### config.mk
export PLATFORM = sky130hd
export DESIGN_NAME = s_mem_check_flat
export DESIGN_NICKNAME = d
export VERILOG_FILES = /design/src/rtl/arc4_pkg.sv /design/src/rtl/s_mem_check_if.sv /design/src/rtl/perm_bitmap.sv /design/src/rtl/s_mem_check.sv /design/src/flat_wrapper.sv
export SDC_FILE = /design/constraint.sdc
export NUM_CORES = 1
export LEC_CHECK = 0
export CAP_MARGIN = 40
export CELL_PAD_IN_SITES_DETAIL_PLACEMENT = 0
export CELL_PAD_IN_SITES_GLOBAL_PLACEMENT = 1
export CORE_MARGIN = 4
export CORE_UTILIZATION = 39
export DETAILED_ROUTE_END_ITERATION = 7
export PLACE_DENSITY = 0.89
export SLEW_MARGIN = 40
export SYNTH_ARGS = -nofsm -noshare
export SYNTH_HDL_FRONTEND = slang
export SYNTH_HIERARCHICAL = 1
export SYNTH_SLANG_ARGS = --single-unit
### constraint.sdc
create_clock -name clk -period 4.7 [get_ports clk]
set_clock_uncertainty 0.05 [all_clocks]
set_input_delay 0.94 -clock clk [delete_from_list [all_inputs] [get_ports clk]]
set_output_delay 0.94 -clock clk [all_outputs]
set_load 0.05 [all_outputs]
### src/rtl/arc4_pkg.sv
`default_nettype none
// ============================================================================
// Module   : arc4_pkg
// Brief    : Shared S-memory constants and checker state encoding.
// Revision : 1.0
// ============================================================================
package arc4_pkg;

    localparam int S_DEPTH = 256;
    localparam int S_AW    = 8;

    typedef enum logic [1:0] {
        CHK_IDLE  = 2'd0,
        CHK_READ  = 2'd1,
        CHK_DRAIN = 2'd2,
        CHK_DONE  = 2'd3
    } chk_state_e;

endpackage
`default_nettype wire

### src/rtl/s_mem_check_if.sv
`default_nettype none
// ============================================================================
// Module   : s_mem_check_if
// Brief    : Start handshake, S RAM read port and result bus of s_mem_check.
// Revision : 1.0
// ============================================================================
interface s_mem_check_if;
    import arc4_pkg::*;

    logic              en;
    logic              rdy;
    logic [S_AW-1:0]   addr;
    logic [S_AW-1:0]   rddata;
    logic              done;
    logic              pass;
    logic [S_AW:0]     err_cnt;
    logic [S_AW-1:0]   fail_addr;
    logic [S_AW-1:0]   fail_data;
    logic              perm_ok;

    modport master (
        output en, rddata,
        input  rdy, addr, done, pass, err_cnt, fail_addr, fail_data, perm_ok
    );

    modport slave (
        input  en, rddata,
        output rdy, addr, done, pass, err_cnt, fail_addr, fail_data, perm_ok
    );
endinterface
`default_nettype wire

### src/rtl/perm_bitmap.sv
`default_nettype none
// ============================================================================
// Module   : perm_bitmap
// Brief    : Seen-value bitmap; dup flags any value observed twice since clear.
// Revision : 1.0
// ============================================================================
module perm_bitmap
    import arc4_pkg::*;
(
    input  wire logic            clk,
    input  wire logic            rst_n,
    input  wire logic            clear,
    input  wire logic            set_valid,
    input  wire logic [S_AW-1:0] value,
    output logic                 dup
);
    logic [S_DEPTH-1:0] r_seen;
    logic               r_dup;
    logic               w_hit;

    assign w_hit = set_valid && r_seen[value];
    // Include the current hit so the owner can latch the verdict on the last compare.
    assign dup   = r_dup || w_hit;

    always_ff @(posedge clk or negedge rst_n) begin
        if (!rst_n) begin
            r_seen <= '0;
            r_dup  <= 1'b0;
        end else if (clear) begin
            r_seen <= '0;
            r_dup  <= 1'b0;
        end else if (set_valid) begin
            r_seen[value] <= 1'b1;
            if (w_hit) begin
                r_dup <= 1'b1;
            end
        end
    end
endmodule
`default_nettype wire

### src/rtl/s_mem_check.sv
`default_nettype none
// ============================================================================
// Module   : s_mem_check
// Brief    : Walks the S RAM and verifies S[i]==i; reports pass, error count
//            and first mismatch. S_MEM_PERM_CHECK_EN adds a permutation check.
// Revision : 1.0
// ============================================================================
module s_mem_check
    import arc4_pkg::*;
#(
    parameter int DEPTH = 256
) (
    input  wire logic     clk,
    input  wire logic     rst_n,
    s_mem_check_if.slave  bus
);
    localparam logic [S_AW:0] C_LAST = (S_AW+1)'(DEPTH - 1);

    chk_state_e        r_state;
    chk_state_e        w_state_next;
    logic [S_AW:0]     r_cnt;
    logic [S_AW:0]     r_err_cnt;
    logic [S_AW:0]     w_err_next;
    logic [S_AW-1:0]   r_fail_addr;
    logic [S_AW-1:0]   r_fail_data;
    logic [S_AW-1:0]   w_exp;
    logic              r_pass;
    logic              r_perm_ok;
    logic              w_perm_next;
    logic              w_rdy;
    logic              w_done;
    logic              w_start;
    logic              w_cmp_valid;
    logic              w_mismatch;

    always_ff @(posedge clk or negedge rst_n) begin
        if (!rst_n) begin
            r_state <= CHK_IDLE;
        end else begin
            r_state <= w_state_next;
        end
    end

    always_comb begin
        w_state_next = r_state;
        w_rdy        = 1'b0;
        w_done       = 1'b0;
        w_start      = 1'b0;
        case (r_state)
            CHK_IDLE: begin
                w_rdy = 1'b1;
                if (bus.en) begin
                    w_start      = 1'b1;
                    w_state_next = CHK_READ;
                end
            end
            CHK_READ: begin
                if (r_cnt == C_LAST) begin
                    w_state_next = CHK_DRAIN;
                end
            end
            CHK_DRAIN: w_state_next = CHK_DONE;
            CHK_DONE: begin
                w_done       = 1'b1;
                w_state_next = CHK_IDLE;
            end
            default:   w_state_next = CHK_IDLE;
        endcase
    end

    // Read data lags the address by one cycle, so the compare targets r_cnt-1.
    assign w_cmp_valid = ((r_state == CHK_READ) && (r_cnt != '0)) || (r_state == CHK_DRAIN);
    assign w_exp       = S_AW'(r_cnt - 1'b1);
    assign w_mismatch  = w_cmp_valid && (bus.rddata != w_exp);
    assign w_err_next  = r_err_cnt + {{S_AW{1'b0}}, w_mismatch};

    always_ff @(posedge clk or negedge rst_n) begin
        if (!rst_n) begin
            r_cnt       <= '0;
            r_err_cnt   <= '0;
            r_fail_addr <= '0;
            r_fail_data <= '0;
            r_pass      <= 1'b0;
            r_perm_ok   <= 1'b0;
        end else if (w_start) begin
            r_cnt       <= '0;
            r_err_cnt   <= '0;
            r_fail_addr <= '0;
            r_fail_data <= '0;
            r_pass      <= 1'b0;
            r_perm_ok   <= 1'b0;
        end else begin
            if (r_state == CHK_READ) begin
                r_cnt <= r_cnt + 1'b1;
            end
            if (w_mismatch) begin
                r_err_cnt <= w_err_next;
                if (r_err_cnt == '0) begin
                    r_fail_addr <= w_exp;
                    r_fail_data <= bus.rddata;
                end
            end
            // Verdict folds in the final compare so it is visible with done.
            if (r_state == CHK_DRAIN) begin
                r_pass    <= (w_err_next == '0);
                r_perm_ok <= w_perm_next;
            end
        end
    end

`ifdef S_MEM_PERM_CHECK_EN
    logic w_dup;

    perm_bitmap u_perm_bitmap (
        .clk       (clk),
        .rst_n     (rst_n),
        .clear     (w_start),
        .set_valid (w_cmp_valid),
        .value     (bus.rddata),
        .dup       (w_dup)
    );

    assign w_perm_next = !w_dup;
`else
    assign w_perm_next = 1'b0;
`endif

    assign bus.rdy       = w_rdy;
    assign bus.done      = w_done;
    assign bus.addr      = (r_state == CHK_READ) ? r_cnt[S_AW-1:0] : '0;
    assign bus.pass      = r_pass;
    assign bus.err_cnt   = r_err_cnt;
    assign bus.fail_addr = r_fail_addr;
    assign bus.fail_data = r_fail_data;
    assign bus.perm_ok   = r_perm_ok;
endmodule
`default_nettype wire
### src/flat_wrapper.sv
// flat-port wrapper written by rule: the top's interface ports become plain ports
module s_mem_check_flat import arc4_pkg::*;
#(
    parameter int DEPTH = 256
)
  (clk, rst_n, bus_en, bus_rddata, bus_rdy, bus_addr, bus_done, bus_pass, bus_err_cnt, bus_fail_addr, bus_fail_data, bus_perm_ok);
  s_mem_check_if bus_i ();
  input  wire logic clk;
  input  wire logic rst_n;
  input wire logic [$bits(bus_i.en)-1:0] bus_en;
  input wire logic [$bits(bus_i.rddata)-1:0] bus_rddata;
  output wire logic [$bits(bus_i.rdy)-1:0] bus_rdy;
  output wire logic [$bits(bus_i.addr)-1:0] bus_addr;
  output wire logic [$bits(bus_i.done)-1:0] bus_done;
  output wire logic [$bits(bus_i.pass)-1:0] bus_pass;
  output wire logic [$bits(bus_i.err_cnt)-1:0] bus_err_cnt;
  output wire logic [$bits(bus_i.fail_addr)-1:0] bus_fail_addr;
  output wire logic [$bits(bus_i.fail_data)-1:0] bus_fail_data;
  output wire logic [$bits(bus_i.perm_ok)-1:0] bus_perm_ok;
  assign bus_i.en = bus_en;
  assign bus_i.rddata = bus_rddata;
  assign bus_rdy = bus_i.rdy;
  assign bus_addr = bus_i.addr;
  assign bus_done = bus_i.done;
  assign bus_pass = bus_i.pass;
  assign bus_err_cnt = bus_i.err_cnt;
  assign bus_fail_addr = bus_i.fail_addr;
  assign bus_fail_data = bus_i.fail_data;
  assign bus_perm_ok = bus_i.perm_ok;
  s_mem_check #(.DEPTH(DEPTH)) u_core (.clk(clk), .rst_n(rst_n), .bus(bus_i));
endmodule
==> out/qor.txt <==
H-tree Lvls = 2
vias in the first global route = 1833
Setup crit start kind = input port
Final Max Tran Viols = 0
first-pass GRT wire length = 8930 µm
Netlist Area Pre-Place = 2350 µm²
Hold Path Stages = 2
Worst R2R End = u_core/bus.pass
crit path max fanout = 6
Worst R2R Path Depth = 14
Crit Path Category = input port to flip-flop
Initial Util = 39.9%
flop2flop setup slack = 1.05 ns
fin nets = 303
Syn Nets = 263
DRT antenna net count = 0
top_reg_cell synth = dfrtp_1
Post-route DRC = 0
Synth area leader = dfrtp_1
Post-synth ARST share = 100%
Area growth, synth to finish = 25.0%
Pleak = 1.27 nW
synthesized area per cell = 9.71 µm²
clock sinks = 37
final core occ = 49.9%
area share of the largest cell type after synthesis = 39.4%
GRT overflow = 0
CTS tree = done
register bit count reported by yosys = 37
R2R Path Start = u_core/r_cnt[0]
commonest non-fill, non-tap cells in the layout = clkdlybuf4s50_1, nor2_1, dfrtp_1
hold crit path type = flip-flop to flip-flop
initial drt markers = 116
max cap viols = 0
I/O Pins = 48
Worst EP arrival = 3.87 ns
post-cts resize count = 0
TritonRoute pass-1 iters = 4
gr usage total = 15.1%
Max Fclk = 0.269 GHz
min-delay src = u_core/bus.fail_data[1]
overall power = 2.03 mW
Core Area = 5890 µm²
port bufs = 46
Relative slew margins = 65.7%
fin crit share = 79.2%
VDD IR max = 324 µV
Post-DP HPWL = 3810 µm
status = complete, no violations
largest net degree at the start of global routing = 38
fraction of layout cells with a size suffix above 1 = 7.80%
num rows = 28
Die Y = 85.6 µm
CTS buffer count = 5
CP required = 4.85 ns
WL per Instance = 14.4 µm
Max Root-Sink Buffers = 2
Die ar. = 7330 µm²
Post-synth EDFFs = 0
Gate Count Post-Synth = 242
setup violators final = 0
final wirelength = 5130 µm
RSZ-0062 raised after global routing = no
Hold Fails Final Rpt = 0
Final TNS setup = 0 ns
routed vias/inst = 5.22
CTS hold repair buffers = 0
antenna violations before repair = 0
Clock Latency Late Sink = 0.28 ns
Die X = 85.6 µm
Ant. Diodes = 0
postcts setup bufs = 0
clk root buf = clkbuf_8
minimum clock period = 3.72 ns
commonest non-fill, non-tap cell in the layout = clkdlybuf4s50_1
Seq/Total Area, Yosys = 39.4%
Distinct cells, synth = 45
synth top area cells = dfrtp_1, mux2i_1, nor2_1
Clk pin slew, worst setup/hold paths = 0.07 ns
CP Capture Type = flip-flop
hold endpoint = u_core/bus.fail_data[1]
DR vias = 1863
synth warn = 6
GPL Wtd Cong = 0.831
Worst-Margin Slew = 0.513 ns
Power Density = 690 nW/µm²
-- power by group --
part / internal (mW) / switching [mW]
Sequential: 0.423 / 0.0985
Combinational: 0.505 / 0.780
Clock: 0.116 / 0.104
-- cells by family after synthesis --
group                    share of synthesized area, %
AND/OR/NAND/NOR                                  22.7
adder cells (fa/ha/maj)                          5.32
flip-flops                                       39.4
multiplexers                                     6.81
XOR/XNOR                                         9.21
AO/OA/AOI/OAI                                    11.2
other                                           0.160
buffers and inverters                            5.27
-- cells in the mapped netlist (2+ instances only) --
| cell type | number |
|---|---|
| dfrtp_1 | 37 |
| nor2_1 | 37 |
| mux2i_1 | 16 |
| a21oi_1 | 12 |
| and2_1 | 12 |
| nand2_1 | 12 |
| xnor2_1 | 12 |
| ha_1 | 10 |
| clkbuf_1 | 9 |
| inv_1 | 8 |
| nand3_1 | 7 |
| nand4_1 | 6 |
| xor2_1 | 5 |
| a211oi_2 | 4 |
| nand2b_1 | 4 |
| a21bo_1 | 3 |
| buf_2 | 3 |
| buf_4 | 3 |
| nand3b_1 | 3 |
| nor4_1 | 3 |
| o21ai_1 | 3 |
| xnor3_1 | 3 |
| a211oi_1 | 2 |
| a31oi_1 | 2 |
| and3_1 | 2 |
| buf_6 | 2 |
| nor3_1 | 2 |
| o21ai_0 | 2 |
| or3_1 | 2 |
-- flip-flops by register name, summed over array words and instances, names as in the netlist --
signal and count:
u_core/r_cnt 9, u_core/bus.err_cnt 9, u_core/r_state 2, u_core/bus.fail_addr 8, u_core/bus.fail_data 8, u_core/bus.pass 1
-- area by class of cell --
type,count,area [µm²]
fill,578,2950
tap,75,93.8
sequential,37,926
inverter,8,30.0
clock buffer,7,86.3
multi-input combinational,180,1310
timing repair buffer,50,490
-- worst max path at each step --
stage,startpoint,to,slack (ns),cells after the start
after floorplan,u_core/r_cnt[0],u_core/bus.pass,1.15,15
after global placement,bus_rddata[3],u_core/bus.pass,0.79,12
after detailed placement,bus_rddata[3],u_core/bus.pass,0.69,12
after CTS,bus_rddata[3],u_core/bus.pass,0.99,12
after global routing,u_core/r_cnt[0],u_core/bus.pass,0.76,14
final,bus_rddata[3],u_core/bus.pass,0.98,12
-- critical path, stage by stage --
cell             delay (ns)
clkdlybuf4s50_1        0.51
xnor3_1                0.30
and4b_1                0.26
a31oi_2                0.22
ha_1                   0.21
ha_1                   0.26
nand3_1                0.10
nor2_1                 0.26
xnor2_1                0.16
a31oi_1                0.09
or4_1                  0.40
a21oi_1                0.16
-- per-stage QoR --
stage	area, µm²	setup slack (ns)	instances	hold slack, ns
after floorplan	2350	1.15	242	0.469
after global placement	2850	0.794	350	0.452
after detailed placement	2850	0.690	350	0.463
after CTS	2940	0.990	357	0.483
after global routing	2940	0.755	357	0.498
final	2940	0.980	357	0.477
-- routing by layer --
layer / track usage, % / wire length (µm)
met1: 20.8 / 2360
met2: 24.7 / 2510
met3: 2.98 / 224
met4: 3.45 / 33
met5: 0 / 0
(Power assumes the default switching activity.)
